==> src/rtl/idu_issue_stage.sv <==
// Issue stage between decoder and CU: holds one decoded instruction, presents it to the ALU for a cycle, then issues it to the CU.
// IDU_OVERRIDE_EN: forward-override flags generated; undefined: flags are 00 and a dependent instruction waits 2 extra PRESENT cycles.
module idu_issue_stage (
  input  logic        soc_clk,
  input  logic        reset,
  input  logic        dec_valid,
  input  logic [5:0]  dec_instr_cu,
  input  logic [4:0]  dec_instr_alu,
  input  logic [31:0] dec_imm,
  input  logic [4:0]  dec_rd,
  input  logic [4:0]  dec_rs1,
  input  logic [4:0]  dec_rs2,
  input  logic [4:0]  dec_shamt,
  input  logic [31:0] dec_pc_increment,
  input  logic        dec_writes_rd,
  input  logic        dec_is_jump,
  output logic        dec_accept,
  input  logic        CU_ack,
  input  logic        CU_jump_done,
  input  logic        CU_flush,
  output logic        IDU_ready,
  output logic [5:0]  Instruction_to_CU,
  output logic [4:0]  Instruction_to_ALU,
  output logic [31:0] imm,
  output logic [4:0]  rd,
  output logic [4:0]  rs1,
  output logic [4:0]  rs2,
  output logic [4:0]  shamt,
  output logic [31:0] pc_increment,
  output logic [1:0]  pipeline_override
);

  typedef enum logic [1:0] {S_IDLE, S_PRESENT, S_ISSUE} state_t;

  state_t      r_state;
  state_t      w_next_state;

  logic [5:0]  r_cu;
  logic [4:0]  r_alu;
  logic [31:0] r_imm;
  logic [4:0]  r_rd;
  logic [4:0]  r_rs1;
  logic [4:0]  r_rs2;
  logic [4:0]  r_shamt;
  logic [31:0] r_pc_inc;
  logic        r_writes_rd;
  logic        r_is_jump;
  logic [4:0]  r_last_rd;
  logic        r_jump_lock;
`ifdef IDU_OVERRIDE_EN
  logic [1:0]  r_ovr;
`else
  logic [1:0]  r_wait;
`endif

  logic        w_ack;
  logic [4:0]  w_ack_rd;
  logic        w_lock;
  logic        w_slot;
  logic        w_capture;
  logic [4:0]  w_cmp_rd;
  logic [1:0]  w_match;

  always_comb begin
    w_ack     = CU_ack && (r_state == S_ISSUE);
    w_ack_rd  = (r_writes_rd && (r_rd != 5'd0)) ? r_rd : 5'd0;
    // A jump_done pulse lifts the lock in the same cycle it arrives
    w_lock    = r_jump_lock && !CU_jump_done;
    w_slot    = (r_state == S_IDLE) || (w_ack && !r_is_jump);
    w_capture = !reset && !CU_flush && dec_valid && !w_lock && w_slot;
    // Same-cycle ack+capture compares against the instruction leaving now
    w_cmp_rd  = w_ack ? w_ack_rd : r_last_rd;
    w_match[0] = (w_cmp_rd != 5'd0) && (dec_rs1 == w_cmp_rd);
    w_match[1] = (w_cmp_rd != 5'd0) && (dec_rs2 == w_cmp_rd);
  end

  always_ff @(posedge soc_clk) begin
    if (reset) begin
      r_state <= S_IDLE;
    end else begin
      r_state <= w_next_state;
    end
  end

  always_comb begin
    w_next_state = r_state;
    if (CU_flush) begin
      w_next_state = S_IDLE;
    end else begin
      case (r_state)
        S_IDLE:    if (w_capture) w_next_state = S_PRESENT;
`ifdef IDU_OVERRIDE_EN
        S_PRESENT: w_next_state = S_ISSUE;
`else
        S_PRESENT: if (r_wait == 2'd0) w_next_state = S_ISSUE;
`endif
        S_ISSUE:   if (w_ack) w_next_state = w_capture ? S_PRESENT : S_IDLE;
        default:   w_next_state = S_IDLE;
      endcase
    end
  end

  always_ff @(posedge soc_clk) begin
    if (reset || CU_flush) begin
      r_cu        <= '0;
      r_alu       <= '0;
      r_imm       <= '0;
      r_rd        <= '0;
      r_rs1       <= '0;
      r_rs2       <= '0;
      r_shamt     <= '0;
      r_pc_inc    <= '0;
      r_writes_rd <= 1'b0;
      r_is_jump   <= 1'b0;
      r_last_rd   <= '0;
      r_jump_lock <= 1'b0;
`ifdef IDU_OVERRIDE_EN
      r_ovr       <= '0;
`else
      r_wait      <= '0;
`endif
    end else begin
      if (w_capture) begin
        r_cu        <= dec_instr_cu;
        r_alu       <= dec_instr_alu;
        r_imm       <= dec_imm;
        r_rd        <= dec_rd;
        r_rs1       <= dec_rs1;
        r_rs2       <= dec_rs2;
        r_shamt     <= dec_shamt;
        r_pc_inc    <= dec_pc_increment;
        r_writes_rd <= dec_writes_rd;
        r_is_jump   <= dec_is_jump;
      end
`ifdef IDU_OVERRIDE_EN
      if (w_capture) r_ovr <= w_match;
`else
      // Without forwarding, a dependent instruction waits for the writer to retire
      if (w_capture) begin
        r_wait <= (|w_match) ? 2'd2 : 2'd0;
      end else if ((r_state == S_PRESENT) && (r_wait != 2'd0)) begin
        r_wait <= r_wait - 2'd1;
      end
`endif
      if (w_ack) r_last_rd <= w_ack_rd;
      if (w_ack && r_is_jump) begin
        r_jump_lock <= 1'b1;
      end else if (CU_jump_done) begin
        r_jump_lock <= 1'b0;
      end
    end
  end

  always_comb begin
    dec_accept         = w_capture;
    IDU_ready          = (r_state == S_ISSUE);
    Instruction_to_CU  = r_cu;
    Instruction_to_ALU = r_alu;
    imm                = r_imm;
    rd                 = r_rd;
    rs1                = r_rs1;
    rs2                = r_rs2;
    shamt              = r_shamt;
    pc_increment       = r_pc_inc;
`ifdef IDU_OVERRIDE_EN
    pipeline_override  = r_ovr;
`else
    pipeline_override  = 2'b00;
`endif
  end

endmodule
==> config.mk <==
export PLATFORM = sky130hd
export DESIGN_NAME = idu_issue_stage
export DESIGN_NICKNAME = d
export VERILOG_FILES = /design/src/rtl/idu_issue_stage.sv
export SDC_FILE = /design/constraint.sdc
export NUM_CORES = 1
export LEC_CHECK = 0
export ABC_AREA = 1
export CAP_MARGIN = 20
export CORE_MARGIN = 5
export CORE_UTILIZATION = 25
export DETAILED_ROUTE_END_ITERATION = 10
export SLEW_MARGIN = 30
export SYNTH_ARGS = -nofsm -noshare
export SYNTH_HDL_FRONTEND = slang
export SYNTH_SLANG_ARGS = --single-unit
export TNS_END_PERCENT = 50
==> constraint.sdc <==
create_clock -name soc_clk -period 3.47 [get_ports soc_clk]
set_input_delay 0.5205 -clock soc_clk [delete_from_list [all_inputs] [get_ports soc_clk]]
set_output_delay 0.5205 -clock soc_clk [all_outputs]
set_load 0.005 [all_outputs]
==> reports/results.txt, run 1 <==
Crit. End Element: output pin
Worst slew margin: 43.4%
XOR/XNOR share of the synthesized area: 0%
clock buffer depth: 2
Synth cell types: 27
final setup fails: 0
Filler cells: 1690
WL met3: 1080 µm
Max-Cap Viols: 0
mux cell area share after synthesis: 0%
CP max FO: 7
crit-path cells: clkdlybuf4s50_1 > nand3_2 > o22ai_1 > nand2_2 > clkinv_2 > clkdlybuf4s50_1
number of top-level pins: 202
worst reg2reg endpoint: rd[4]
adder-cell share of the synthesized area: 0.306%
Synth Cell Area: 4090 µm²
global-route wire length before repair: 19400 µm
top cells by area, synth: dfxtp_1 (52%), nor2_1 (17%), o21ai_0 (12%)
startpoint of the worst register-to-register path: r_state[0]
Initial Utilization: 25.6%
gr ovfl total: 0
Die Span Y: 138 µm
WL met2: 5640 µm
worst hold path type: register to register
row count: 46
Core ar.: 15900 µm²
Layout Skew: 0.00692 ns
Vias/cell: 4.15
Worst-Margin Slew: 0.850 ns
CP Class: primary input to output pin
highest routed metal layer: met4
n_diodes: 0
All-Layer GR Usage: 13.0%
wire length on met1: 5590 µm
Multi-input gate area: 1690 µm²
DRC: 0
crit start category: primary input
static leakage: 2.33 nW
commonest non-fill, non-tap cell in the layout: clkdlybuf4s50_1
post-synthesis compound-gate area fraction: 14.5%
Req. time, crit path: 2.95 ns
CTS Hold Bufs: 0
initial antenna violation count: 0
Crit path largest cell delay: 0.62 ns
setup slack, reg-to-reg: 1.67 ns
Slew Viols, Final: 0
Setup crit end: dec_accept
share of cells above drive strength 1: 5.46%
slowest library cell on the worst path: clkdlybuf4s50_1
Synth Register Bits: 107
Final Hold Vio Count: 0
Syn Area/Cell: 7.48 µm²
vias in the first global route: 3765
later-pin clock latency in the skew report: 0.35 ns
WL/cell: 13.2 µm
cts repair resizes: 0
arrival time worst endpoint: 2.08 ns
area share of the largest cell type after synthesis: 52.4%
Synth Instances: 546
largest net degree at the start of global routing: 104
Die ar.: 19000 µm²
Antenna Nets Post-Route: 0
CTS tree: built
fmax: 384 MHz
CP startpoint: CU_ack
simple-gate portion of the synthesized area: 26.3%
Vias: 3940
Clock Tree Root: clkbuf_16
RSZ-0062 raised after global routing: false
Die Wd: 138 µm
Seq/Total Area, Yosys: 52.4%
Area Growth Syn to Fin: 59.5%
status: finished, final reports clean
RD Place Congestion: 0.763
HPWL Detailed: 8540 µm
final core utilization: 40.9%
total negative slack: 0 ns
Inserted Clock Buffers: 9
Cell Pwr Density: 390 nW/µm²
most frequent cells in the layout: clkdlybuf4s50_1 (199), nor2_1 (189), dfxtp_1 (107)
most used cell, CP: clkdlybuf4s50_1
Max H-tree Level: 3
Synth warnings: 0
Tmin final: 2.60 ns
Yosys top cell by area: dfxtp_1
Nets: 832
First DRT Iteration DRCs: 200
DR pass1 iterations: 4
largest family of logic cells by synthesized area: simple AND/OR/NAND/NOR gates
Seq. cell area: 2140 µm²
Tcrit/Tclk final: 75.1%
total wire length: 12500 µm
Worst-path clk slew: 0.07 ns
Post-CTS Setup Repair Bufs: 0
CTS Sinks: 107
R2R depth: 7
Peak VDD IR: 0.000190 V
port bufs: 199
Hold Path Origin: r_wait[0]
[sequential cells by signal, indices dropped and copies added (netlist names)]
name / flops
Instruction_to_ALU: 5
Instruction_to_CU: 6
imm: 32
pc_increment: 32
r_is_jump: 1
r_jump_lock: 1
r_last_rd: 5
r_state: 2
r_wait: 2
r_writes_rd: 1
rd: 5
rs1: 5
rs2: 5
shamt: 5
[area by class of cell]
cell class              count  area share (%)
clock buffers              10            3.67
clock inverters             6           0.614
inverters                  26            1.52
multi-input cells         380            25.9
flip-flops and latches    107            32.9
well taps                 216            4.15
repair buffers            204            31.3
[worst min path at each step]
stage | slack, ns | depth (start not counted) | end
6_report | 0.46 | 2 | r_wait[0]
3_3_place_gp | 0.45 | 2 | r_wait[0]
5_1_grt | 0.49 | 2 | r_wait[0]
2_1_floorplan | 0.44 | 2 | r_wait[0]
4_1_cts | 0.47 | 2 | r_wait[0]
3_5_place_dp | 0.46 | 2 | r_wait[0]
[synthesized netlist by cell type]
library cell,n
nand3_2,3
buf_6,1
clkbuf_1,17
nor3_1,2
a21oi_1,17
buf_4,4
o22ai_1,1
conb_1,1
inv_2,3
clkinv_1,1
nand2_2,4
inv_1,22
buf_2,11
o21ai_1,1
nand3b_1,1
nand2_1,34
buf_1,1
ha_1,1
o21ai_0,97
a21oi_2,1
nand2_4,2
nor2_4,2
nand3_1,18
dfxtp_1,107
nand4_1,1
nor2_1,189
nor2_2,4
[critical path: cells and delay by family]
family / cells / cell delay, ns
simple gates: 2 / 0.19
buf+inv: 3 / 1.22
compound gates: 1 / 0.14
[kinds of logic after synthesis]
family,Yosys count
AO/OA/AOI/OAI,117
buffers and inverters,60
AND/OR/NAND/NOR,260
flip-flops,107
adder cells (fa/ha/maj),1
other,1
[routing by layer]
metal / vias up / global-route usage [%]
li1: 2105 / -
met1: 1710 / 15.9
met2: 114 / 21.1
met3: 11 / 4.68
met4: 0 / 4.77
met5: - / 0
[metrics by stage]
step	setup slack, ns	power [mW]	hold WS, ns	cell area [µm²]	std cells
floorplan	1.76	1.41	0.439	4090	547
finish	0.866	2.54	0.463	6520	949
CTS	0.858	2.61	0.467	6520	949
global placement	0.859	1.60	0.452	6240	933
global route	0.772	2.68	0.492	6520	949
detailed placement	0.850	1.60	0.455	6240	933
[power breakdown]
part | switching [mW] | internal (mW)
sequential | 0.0139 | 1.25
combinational | 0.121 | 0.179
clock | 0.470 | 0.507
(Power assumes the default switching activity.)
==> run 2, diff against run 1 <==
==> constraint.sdc (replaced) <==
create_clock -name soc_clk -period 2.55 [get_ports soc_clk]
set_input_delay 0.3825 -clock soc_clk [delete_from_list [all_inputs] [get_ports soc_clk]]
set_output_delay 0.3825 -clock soc_clk [all_outputs]
set_load 0.005 [all_outputs]
==> run 2 against run 1 <==
Effect of this change: sequential share of layout area fell by 0.34 points; power rose by 43%; register-to-register slack got worse by 0.95 ns; clock skew fell by 0.00069 ns; cell count rose by 0.32%.
==> reports/results.txt, run 2 (synthesis gave the netlist of run 1 again) <==
All-Layer GR Usage: 13.1% (+0.055 points)
clock buffer depth: 2 (unchanged)
CP max FO: 2 (-5)
Worst slew margin: 43.3% (-0.067 points)
CTS Hold Bufs: 0 (unchanged)
later-pin clock latency in the skew report: 0.35 ns (about the same)
pre-CTS WS: 0.197 ns (-0.654 ns)
Crit. End Element: output pin
total negative slack: 0 ns (unchanged)
DRC: 0 (unchanged)
WL/cell: 13.2 µm (about the same)
Worst-path clk slew: 0.07 ns (about the same)
Total Power: 3.63 mW (+43%)
fmax: 430 MHz
Final Hold Vio Count: 0 (unchanged)
HPWL Detailed: 8610 µm (+0.80%)
Die Wd: 138 µm (unchanged)
crit-path cells: clkdlybuf4s50_1 > nor2_4 > nand2_1 > nor2_1 > nand2_2 > clkinv_2 > clkdlybuf4s50_1
Peak VDD IR: 0.000287 V (+52%)
R2R depth: 7 (unchanged)
Area Growth Syn to Fin: 61.2%
sw frac: 22.5% (-1.2 points)
Initial Utilization: 25.6% (unchanged)
Crit path largest cell delay: 0.54 ns (-0.08 ns)
cts repair resizes: 0 (unchanged)
final setup fails: 0 (unchanged)
largest net degree at the start of global routing: 104 (unchanged)
commonest non-fill, non-tap cell in the layout: clkdlybuf4s50_1
Inserted Clock Buffers: 9 (unchanged)
DR pass1 iterations: 4 (unchanged)
slowest library cell on the worst path: clkdlybuf4s50_1
status: finished, final reports clean
Worst Hold Depth: 2 (unchanged)
P_sw: 0.817 mW (+35%)
share of cells above drive strength 1: 5.71% (+0.26 points)
most used cell, CP: clkdlybuf4s50_1
most frequent cells in the layout: clkdlybuf4s50_1 (199), nor2_1 (189), dfxtp_1 (107)
port bufs: 199 (unchanged)
Antenna Nets Post-Route: 0 (unchanged)
static leakage: 2.35 nW (+0.90%)
vias in the first global route: 3825 (+1.6%)
gr ovfl total: 0 (unchanged)
Crit path buffers/inverters: 3 (unchanged)
CP Depth: 7 (+1)
RD Place Congestion: 0.801 (+5.0%)
final core utilization: 41.3% (+0.43 points)
worst hold path type: register to register
Req. time, crit path: 2.17 ns (-0.78 ns)
Layout Skew: 0.00623 ns (-0.000686 ns)
Clock Tree Root: clkbuf_16
Post-CTS Setup Repair Bufs: 0 (unchanged)
CP Class: primary input to output pin
Vias/cell: 4.20 (+1.2%)
First DRT Iteration DRCs: 133 (-34%)
row count: 46 (unchanged)
combinational power share: 11.4% (-0.4 points)
total wire length: 12500 µm (+0.31%)
Die Span Y: 138 µm (unchanged)
global-route wire length before repair: 19400 µm (about the same)
number of top-level pins: 202 (unchanged)
Slew Viols, Final: 0 (unchanged)
Tcrit/Tclk final: 91.1%
Pint: 2.81 mW (+45%)
crit start category: primary input
RSZ-0062 raised after global routing: false
Max H-tree Level: 3 (unchanged)
Die ar.: 19000 µm² (unchanged)
Seq pwr share: 47.5% (-2.3 points)
arrival time worst endpoint: 1.94 ns (-0.14 ns)
Tmin final: 2.32 ns
CTS Sinks: 107 (unchanged)
CP top delay family: buffers and inverters
Clock Power Share: 41.0% (+2.6 points)
Cell Pwr Density: 551 nW/µm² (+41%)
CTS tree: built
Nets: 834 (+0.24%)
final worst-path setup slack: 0.226 ns (-0.640 ns)
Vias: 3999 (+1.5%)
initial antenna violation count: 1 (+1)
Worst-Margin Slew: 0.851 ns (+0.00101 ns)
Max-Cap Viols: 0 (unchanged)
WHS: 0.460 ns (-0.00305 ns)
Core ar.: 15900 µm² (unchanged)
## run 2: changes by cell type in the layout (fill, tap and decap cells not counted), sizes merged, moves of 2 or more
cell	before	now
buf	5	7
bufinv	0	2
clkinv	6	4
clkinvlp	1	3
## run 2: final timing paths
path,start,endpoint,slack (ns)
setup / recovery,CU_flush,dec_accept,0.23
setup reg to reg,r_state[0],Instruction_to_ALU[2],0.72
hold reg to reg,r_wait[0],r_wait[0],0.46
hold / removal,r_wait[0],r_wait[0],0.46
## run 2: area by class of cell
| type | instances | area [µm²] |
|---|---|---|
| fill | 1688 | 9360 |
| sequential | 107 | 2140 |
| timing repair buffer | 206 | 2070 |
| multi-input combinational | 380 | 1690 |
| tap | 216 | 270 |
| clock buffer | 9 | 225 |
| inverter | 26 | 98.8 |
| clock inverter | 7 | 92.6 |
| antenna | 1 | 2.50 |
## run 2: metal layers
layer / routed length (µm) / GRT usage [%] / vias to the layer above
met5: 0 / 0 / -
li1: - / - / 2105
met3: 1190 / 6.24 / 13
met1: 5370 / 15.0 / 1753
met2: 5730 / 21.4 / 128
met4: 248 / 4.17 / 0
## run 2: per-stage QoR
stage | instances | area (µm²)
2_1_floorplan | 547 | 4090
3_3_place_gp | 935 | 6270
3_5_place_dp | 935 | 6270
4_1_cts | 951 | 6590
5_1_grt | 952 | 6590
6_report | 952 | 6590
## run 2: power groups by stage
| stage | clock (mW) | sequential [mW] | combinational [mW] |
|---|---|---|---|
| 6_report | 1.49 | 1.72 | 0.415 |
| 5_1_grt | 1.62 | 1.73 | 0.463 |
| 4_1_cts | 1.56 | 1.73 | 0.423 |
| 3_5_place_dp | 0 | 1.76 | 0.421 |
| 3_3_place_gp | 0 | 1.76 | 0.421 |
| 2_1_floorplan | 0 | 1.77 | 0.149 |
## run 2: worst min-delay path: stages, from the launching register on
cell and delay [ns]:
dfxtp_1 0.31, nand2_1 0.06, a21oi_1 0.05
==> run 3, diff against run 2 <==
--- a/config.mk
+++ b/config.mk
@@ -9,6 +9,7 @@
 export CAP_MARGIN = 20
 export CORE_MARGIN = 5
 export CORE_UTILIZATION = 25
+export CTS_CLUSTER_DIAMETER = 150
 export DETAILED_ROUTE_END_ITERATION = 10
 export SLEW_MARGIN = 30
 export SYNTH_ARGS = -nofsm -noshare
==> results of run 3 <==
Same layout as run 2: the final DEF is identical, and so are final timing and power.
